### src/rtl/fifo_wr_arbiter.sv
// Round-robin arbiter sharing one FIFO write port; registered write strobe/data 1 cycle after grant.
// Backpressure: no grant while the FIFO is full or a write in flight would fill it.
module fifo_wr_arbiter #(
    parameter int NUM_REQ    = 4,
    parameter int DATA_WIDTH = 14,
    parameter int FIFO_DEPTH = 64,
    parameter int CNT_WIDTH  = $clog2(FIFO_DEPTH),
    parameter int SEL_W      = $clog2(NUM_REQ)
) (
    input  logic                          clk,
    input  logic                          rst,
    input  logic [NUM_REQ-1:0]            req_valid,
    input  logic [NUM_REQ*DATA_WIDTH-1:0] req_data,
    output logic [NUM_REQ-1:0]            req_ready,
    input  logic                          fifo_full,
    input  logic [CNT_WIDTH-1:0]          fifo_count,
    output logic                          fifo_wr_en,
    output logic [DATA_WIDTH-1:0]         fifo_wr_data,
    output logic [SEL_W-1:0]              wr_src,
    input  logic [SEL_W-1:0]              stat_sel,
    input  logic                          stat_clr,
    output logic [15:0]                   stat_count
);

    logic [SEL_W-1:0]      r_last;
    logic                  r_wr_en;
    logic [DATA_WIDTH-1:0] r_wr_data;
    logic [SEL_W-1:0]      r_wr_src;
    logic [15:0]           r_cnt [NUM_REQ];

    logic                  w_space_ok;
    logic                  w_found;
    logic                  w_grant;
    logic [SEL_W-1:0]      w_winner;
    logic [DATA_WIDTH-1:0] w_win_data;

    // The in-flight write will occupy the last free slot, so hold off one cycle.
    assign w_space_ok = !fifo_full &&
                        !(r_wr_en && fifo_count == CNT_WIDTH'(FIFO_DEPTH - 1));

    always_comb begin
        w_found  = 1'b0;
        w_winner = '0;
        for (int k = 1; k <= NUM_REQ; k++) begin
            if (!w_found && req_valid[(int'(r_last) + k) % NUM_REQ]) begin
                w_found  = 1'b1;
                w_winner = SEL_W'((int'(r_last) + k) % NUM_REQ);
            end
        end
    end

    assign w_grant    = w_found && w_space_ok && !rst;
    assign req_ready  = w_grant ? (NUM_REQ'(1) << w_winner) : '0;
    assign w_win_data = req_data[int'(w_winner) * DATA_WIDTH +: DATA_WIDTH];

    always_ff @(posedge clk) begin
        if (rst) begin
            r_last    <= SEL_W'(NUM_REQ - 1);
            r_wr_en   <= 1'b0;
            r_wr_data <= '0;
            r_wr_src  <= '0;
        end else begin
            r_wr_en <= w_grant;
            if (w_grant) begin
                r_last    <= w_winner;
                r_wr_data <= w_win_data;
                r_wr_src  <= w_winner;
            end
        end
    end

    always_ff @(posedge clk) begin
        for (int i = 0; i < NUM_REQ; i++) begin
            if (rst || stat_clr) begin
                r_cnt[i] <= 16'h0000;
            end else if (w_grant && w_winner == SEL_W'(i) && r_cnt[i] != 16'hFFFF) begin
                r_cnt[i] <= r_cnt[i] + 16'h0001;
            end
        end
    end

    assign stat_count   = (int'(stat_sel) < NUM_REQ) ? r_cnt[stat_sel] : 16'h0000;
    assign fifo_wr_en   = r_wr_en;
    assign fifo_wr_data = r_wr_data;
    assign wr_src       = r_wr_src;

endmodule
### config.mk
export PLATFORM = sky130hd
export DESIGN_NAME = fifo_wr_arbiter
export DESIGN_NICKNAME = d
export VERILOG_FILES = /design/src/rtl/fifo_wr_arbiter.sv
export SDC_FILE = /design/constraint.sdc
export NUM_CORES = 1
export LEC_CHECK = 0
export ABC_AREA = 1
export BUFFER_PORTS_ARGS = -buffer_cell sky130_fd_sc_hd__buf_2
export CORE_MARGIN = 5
export CORE_UTILIZATION = 53
export DETAILED_ROUTE_END_ITERATION = 8
export PLACE_DENSITY_LB_ADDON = 0.3
export SETUP_SLACK_MARGIN = 0.1
export SKIP_LAST_GASP = 1
export SYNTH_ARGS = -nofsm -noshare
export SYNTH_HDL_FRONTEND = slang
export SYNTH_SLANG_ARGS = --single-unit
export TNS_END_PERCENT = 10
### constraint.sdc
create_clock -name clk -period 6.48 [get_ports clk]
set_input_delay 0 -clock clk [delete_from_list [all_inputs] [get_ports clk]]
set_output_delay 0 -clock clk [all_outputs]
set_load 0.01 [all_outputs]
==> results.json, run 1 <==
{
  "yosysSeqAreaShare": 0.4016,
  "grt_pass1_wl_um": 23680,
  "clk_path_buf_depth": 2,
  "cts-resized-gates": 0,
  "end_kind": "register",
  "status": "finished, final reports clean",
  "final_nets": 913,
  "avgSynthCellArea_um2": 7.664,
  "vias_per_cell": 5.395,
  "die_area_um2": 13000,
  "die_x_um": 114.0,
  "slew_headroom": 0.2119,
  "syn-instance-count": 748,
  "n_antenna_cell": 0,
  "synthTopCellsByArea": "edfxtp_1 (34%), nand2_1 (10%), inv_1 (6.9%)",
  "rsz0062_at_grt": "no",
  "crit_arrival_ps": 4120,
  "p_leak_uw": 0.002944,
  "die_y_um": 114.0,
  "tns_ps": 0,
  "place_hpwl_um": 10810,
  "start_kind": "register",
  "rows": 38,
  "wl_per_cell_um": 14.57,
  "vias": 5298,
  "synth.top_cell.area_share": 0.3352,
  "root_buffer": "clkbuf_8",
  "timing.fmax_ghz": 0.2382,
  "syn_nets": 824,
  "htree_levels": 3,
  "start_util": 0.5359,
  "fillCellCount": 997,
  "firstDrtPassIters": 5,
  "ys_ff_latch": 83,
  "synth.distinct_cells": 39,
  "cts.sinks": 83,
  "post-route-drc-count": 0,
  "slew_viol_final": 0,
  "cap_violations": 0,
  "synth_area_um2": 5733,
  "setup_viol": 0,
  "cts_tree": "done",
  "path_max_fanout": 30,
  "vdd_drop_max_mv": 0.1665,
  "clk_latency_ps": 360,
  "p_per_area_nw_per_um2": 224.2,
  "area_delta_synth_final_pct": 12.88,
  "dp_cells": 965,
  "first_global_vias": 5025,
  "finClkSkew_ps": 5.145,
  "finalWirelength_um": 14310,
  "synth_async_sr_flop_share": 0,
  "yosysWarningCount": 0,
  "critPathKind": "register to register",
  "period_minus_slack_ps": 4199,
  "path_clk_slew_ps": 80,
  "worst_slew_pin_slew_ps": 1178,
  "cts_made_buffers": 9,
  "holdCritPathClass": "input port to register",
  "ys.flop_type": "edfxtp_1",
  "portBuffers": 108,
  "drive_gt1_frac": 0.2067,
  "core_um2": 10700,
  "final_cell_mix": "nand2_1 (157), buf_2 (108), inv_1 (106)",
  "yosysTopAreaCell": "edfxtp_1",
  "grt_usage": 0.2230,
  "utilization": 0.6049,
  "dr.first_iter.drc_count": 443,
  "synth_edf_count": 64,
  "fin_cells": 982,
  "cts_setup_buffers": 0,
  "grt_overflow": 0,
  "hold_viol_final": 0,
  "cp.required_ps": 6400,
  "layout_commonest_cell": "nand2_1",
  "seq_area_um2": 2302,
  "finalCritPeriodShare": 0.6480,
  "antenna_left": 0,
  "antenna_found_initial": 0,
  "grt_max_degree": 39,
  "ios": 109,
  "multi_input_area_um2": 2830,
  "place_congestion": 0.9315
}
## stage by stage
stage / instance area [um^2] / setup WS (ps) / power (uW) / hold slack (ps)
6_report: 6471 / 2281 / 1451 / 29.93
5_1_grt: 6471 / 1862 / 1538 / 66.11
4_1_cts: 6471 / 2347 / 1455 / 17.01
3_5_place_dp: 6279 / 2376 / 1098 / 224.9
3_3_place_gp: 6279 / 2603 / 1085 / 215.3
2_1_floorplan: 5733 / 4200 / 981.2 / 69.07
## where the power goes
group | switching [uW] | total (uW) | internal, uW
Sequential | 49.1 | 675 | 626
Clock | 185 | 358 | 172
Combinational | 273 | 418 | 145
## routing by layer
metal,track usage,vias up,share of wire
met3,0.04297,24,0.056
met2,0.3607,178,0.49
met4,0.06097,0,0.018
li1,-,2612,-
met5,0,-,0
met1,0.3068,2484,0.44
## synth_stat cells, types with 5 or more instances
master    number
nor2_1        82
xor2_1        34
clkbuf_1      12
nand2_2        7
nand3_4        6
o21ai_0       28
edfxtp_1      64
xnor2_1       12
a21oi_1       24
nor2_4        14
nor3_1         8
buf_2         13
o22ai_1       10
nand2_1      157
nand4_1       35
dfxtp_1       19
buf_6          5
inv_1        106
nand3_1       71
nor2_2        10
## final timing paths
| kind | startpoint | end | slack (ps) | depth (start not counted) |
|---|---|---|---|---|
| worst max register to register | r_last[0]$_SDFFE_PP1P_ | r_cnt[0][7]$_SDFFCE_PN0P_ | 2280 | 13 |
| worst min register to register | fifo_wr_data[10]$_SDFFE_PP0P_ | fifo_wr_data[10]$_SDFFE_PP0P_ | 480 | 2 |
| worst max-delay path | r_last[0]$_SDFFE_PP1P_ | r_cnt[0][7]$_SDFFCE_PN0P_ | 2280 | 13 |
| worst min-delay path | req_data[8] | fifo_wr_data[8]$_SDFFE_PP0P_ | 30 | 7 |
## repair_timing
action / in CTS / in global routing
hold buffers: 1 / 0
endpoints found under the hold margin: 2 / 0
endpoints found under the setup margin: 0 / 0
## state kept, by name (all words and copies together) (netlist names)
register,count
wr_src,2
fifo_wr_en,1
r_cnt,64
r_last,2
fifo_wr_data,14
## kinds of logic (layout without fill, tap and decap cells)
| logic type | after synthesis | after routing | synth area share |
|---|---|---|---|
| xor+xnor | 46 | 46 | 0.07028 |
| simple gates | 406 | 406 | 0.3533 |
| flops | 83 | 83 | 0.4016 |
| buf+inv | 143 | 237 | 0.1048 |
| compound gates | 66 | 66 | 0.06133 |
| fa+ha+maj | 4 | 4 | 0.008730 |
## area by class of cell
class,instances,share of cell area
multi-input cells,522,0.4374
flip-flops and latches,83,0.3558
repair buffers,110,0.08623
inverters,111,0.06535
well taps,140,0.02707
clock buffers,9,0.01914
clock inverters,7,0.009087
## critical path, cell delays in order (launching register included)
cell and delay (ps):
dfxtp_1 540, inv_4 100, nand2_1 90, nand2_1 80, nand2_1 90, nand2_2 80, nand2_1 80, nand2_1 50
nand2_1 680, nand3_1 990, nand2_2 400, nor2_4 70, nand2_1 70, nand2_1 420
Note: power is estimated with default switching activity, not from simulation.
==> run 2: changes to the inputs <==
==> constraint.sdc (replaced) <==
create_clock -name clk -period 4 [get_ports clk]
set_input_delay 0 -clock clk [delete_from_list [all_inputs] [get_ports clk]]
set_output_delay 0 -clock clk [all_outputs]
set_load 0.01 [all_outputs]
==> run 2 against run 1 <==
Compared with the run above: cell area increased by 0.58%; sequential share of layout area decreased by 0.21 points; utilization increased by 0.35 points; global-route usage decreased by 0.076 points; count of clock-buffer cells in the layout increased by 3; critical path type unchanged; largest cell class unchanged.
==> results.json, run 2 (synthesized netlist as in run 1, its figures left out) <==
{
  "status": "finished, final reports clean",
  "grt_pass1_wl_um": 23560,
  "die_x_um": 114.0,
  "final_cell_mix": "nand2_1 (157), buf_2 (108), inv_1 (106)",
  "cts_setup_buffers": 0,
  "post-route-drc-count": 0,
  "regMostFlops": "r_cnt",
  "setup_viol": 0,
  "vdd_drop_max_mv": 0.2279,
  "seq_area_um2": 2302,
  "grt_usage": 0.2222,
  "crit_arrival_ps": 3110,
  "end_kind": "register",
  "dp_cells": 967,
  "root_buffer": "clkbuf_8",
  "dr.first_iter.drc_count": 445,
  "totalPowerFinal_uw": 2411,
  "p_per_area_nw_per_um2": 370.5,
  "worst_slew_pin_slew_ps": 1177,
  "clk_latency_ps": 350,
  "clk_path_buf_depth": 2,
  "cts.sinks": 83,
  "path_max_fanout": 31,
  "vias_per_cell": 5.421,
  "finalWirelength_um": 14560,
  "fin_cells": 984,
  "core_um2": 10700,
  "ctsHoldBuffers": 1,
  "finClkSkew_ps": 10.18,
  "utilization": 0.6084,
  "p_leak_uw": 0.002968,
  "start_util": 0.5359,
  "n_antenna_cell": 0,
  "slew_headroom": 0.2126,
  "holdCritPathClass": "input port to register",
  "fillCellCount": 986,
  "critPathKind": "register to register",
  "cts_tree": "done",
  "tns_ps": 0,
  "grt_overflow": 0,
  "rows": 38,
  "rsz0062_at_grt": "no",
  "multi_input_area_um2": 2830,
  "drive_gt1_frac": 0.2097,
  "die_y_um": 114.0,
  "ios": 109,
  "cap_violations": 0,
  "path_clk_slew_ps": 80,
  "firstDrtPassIters": 6,
  "place_congestion": 0.9205,
  "wl_per_cell_um": 14.79,
  "die_area_um2": 13000,
  "period_minus_slack_ps": 3199,
  "antenna_left": 0,
  "finalCritPeriodShare": 0.7997,
  "cts_made_buffers": 9,
  "cp.required_ps": 3920,
  "start_kind": "register",
  "area_delta_synth_final_pct": 13.53,
  "timing.fmax_ghz": 0.3126,
  "portBuffers": 108,
  "vias": 5334,
  "final_nets": 915,
  "antenna_found_initial": 0,
  "cts-resized-gates": 0,
  "largest_register_ffs": 64,
  "place_hpwl_um": 11000,
  "first_global_vias": 4971,
  "htree_levels": 3,
  "layout_commonest_cell": "nand2_1",
  "slew_viol_final": 0,
  "hold_viol_final": 0,
  "grt_max_degree": 39
}
-- run 2: changes by cell type in the layout (fill, tap and decap cells not counted), sizes merged --
cell | previous run | this run
buf | 109 | 111
clkbuf | 9 | 12
clkinv | 5 | 2
clkinvlp | 2 | 1
inv | 110 | 111
-- run 2: power by group --
part           switching [uW]  internal, uW
Sequential               84.3          1010
Clock                     306           327
Combinational             442           239
Total                     832          1580
-- run 2: cell type report --
| cell class | count | area share |
|---|---|---|
| Inverter | 111 | 0.06498 |
| Clock buffer | 12 | 0.02403 |
| Clock inverter | 4 | 0.007497 |
| Timing Repair Buffer | 112 | 0.08804 |
| Multi-Input combinational cell | 522 | 0.4348 |
| Tap cell | 140 | 0.02691 |
| Sequential cell | 83 | 0.3537 |
-- run 2: worst max-delay path, cell delays in order, from the launching register on --
cell      delay (ps)
dfxtp_1          520
inv_4            100
nand2_1          120
nand2_1           90
nand2_1           80
inv_1             60
nor2_1           170
nand3_4          340
nand2_4          300
clkinv_2         250
nand2_2          200
nor2_4            60
nand2_1           60
nand2_1          400
-- run 2: final timing paths --
check,start,end,slack (ps),depth (start not counted)
max,r_last[0]$_SDFFE_PP1P_,r_cnt[0][6]$_SDFFCE_PN0P_,800,13
min,req_data[37],fifo_wr_data[9]$_SDFFE_PP0P_,30,7
max reg2reg,r_last[0]$_SDFFE_PP1P_,r_cnt[0][6]$_SDFFCE_PN0P_,800,13
min reg2reg,fifo_wr_data[5]$_SDFFE_PP0P_,fifo_wr_data[5]$_SDFFE_PP0P_,490,2
-- run 2: stage by stage --
stage | hold slack [ps] | area [um^2] | setup slack (ps)
after floorplan | 69.07 | 5733 | 1720
after global placement | 232.2 | 6294 | 1020
after detailed placement | 237.0 | 6294 | 835.2
after CTS | 29.79 | 6509 | 799.2
after global routing | 48.05 | 6509 | 464.6
final | 31.79 | 6509 | 801.4
-- run 2: per-layer routing --
metal | wire (um) | vias up | GRT usage
li1 | - | 2618 | -
met1 | 6381 | 2516 | 0.3068
met2 | 7129 | 174 | 0.3599
met3 | 773 | 26 | 0.04297
met4 | 272 | 0 | 0.05780
met5 | 0 | - | 0
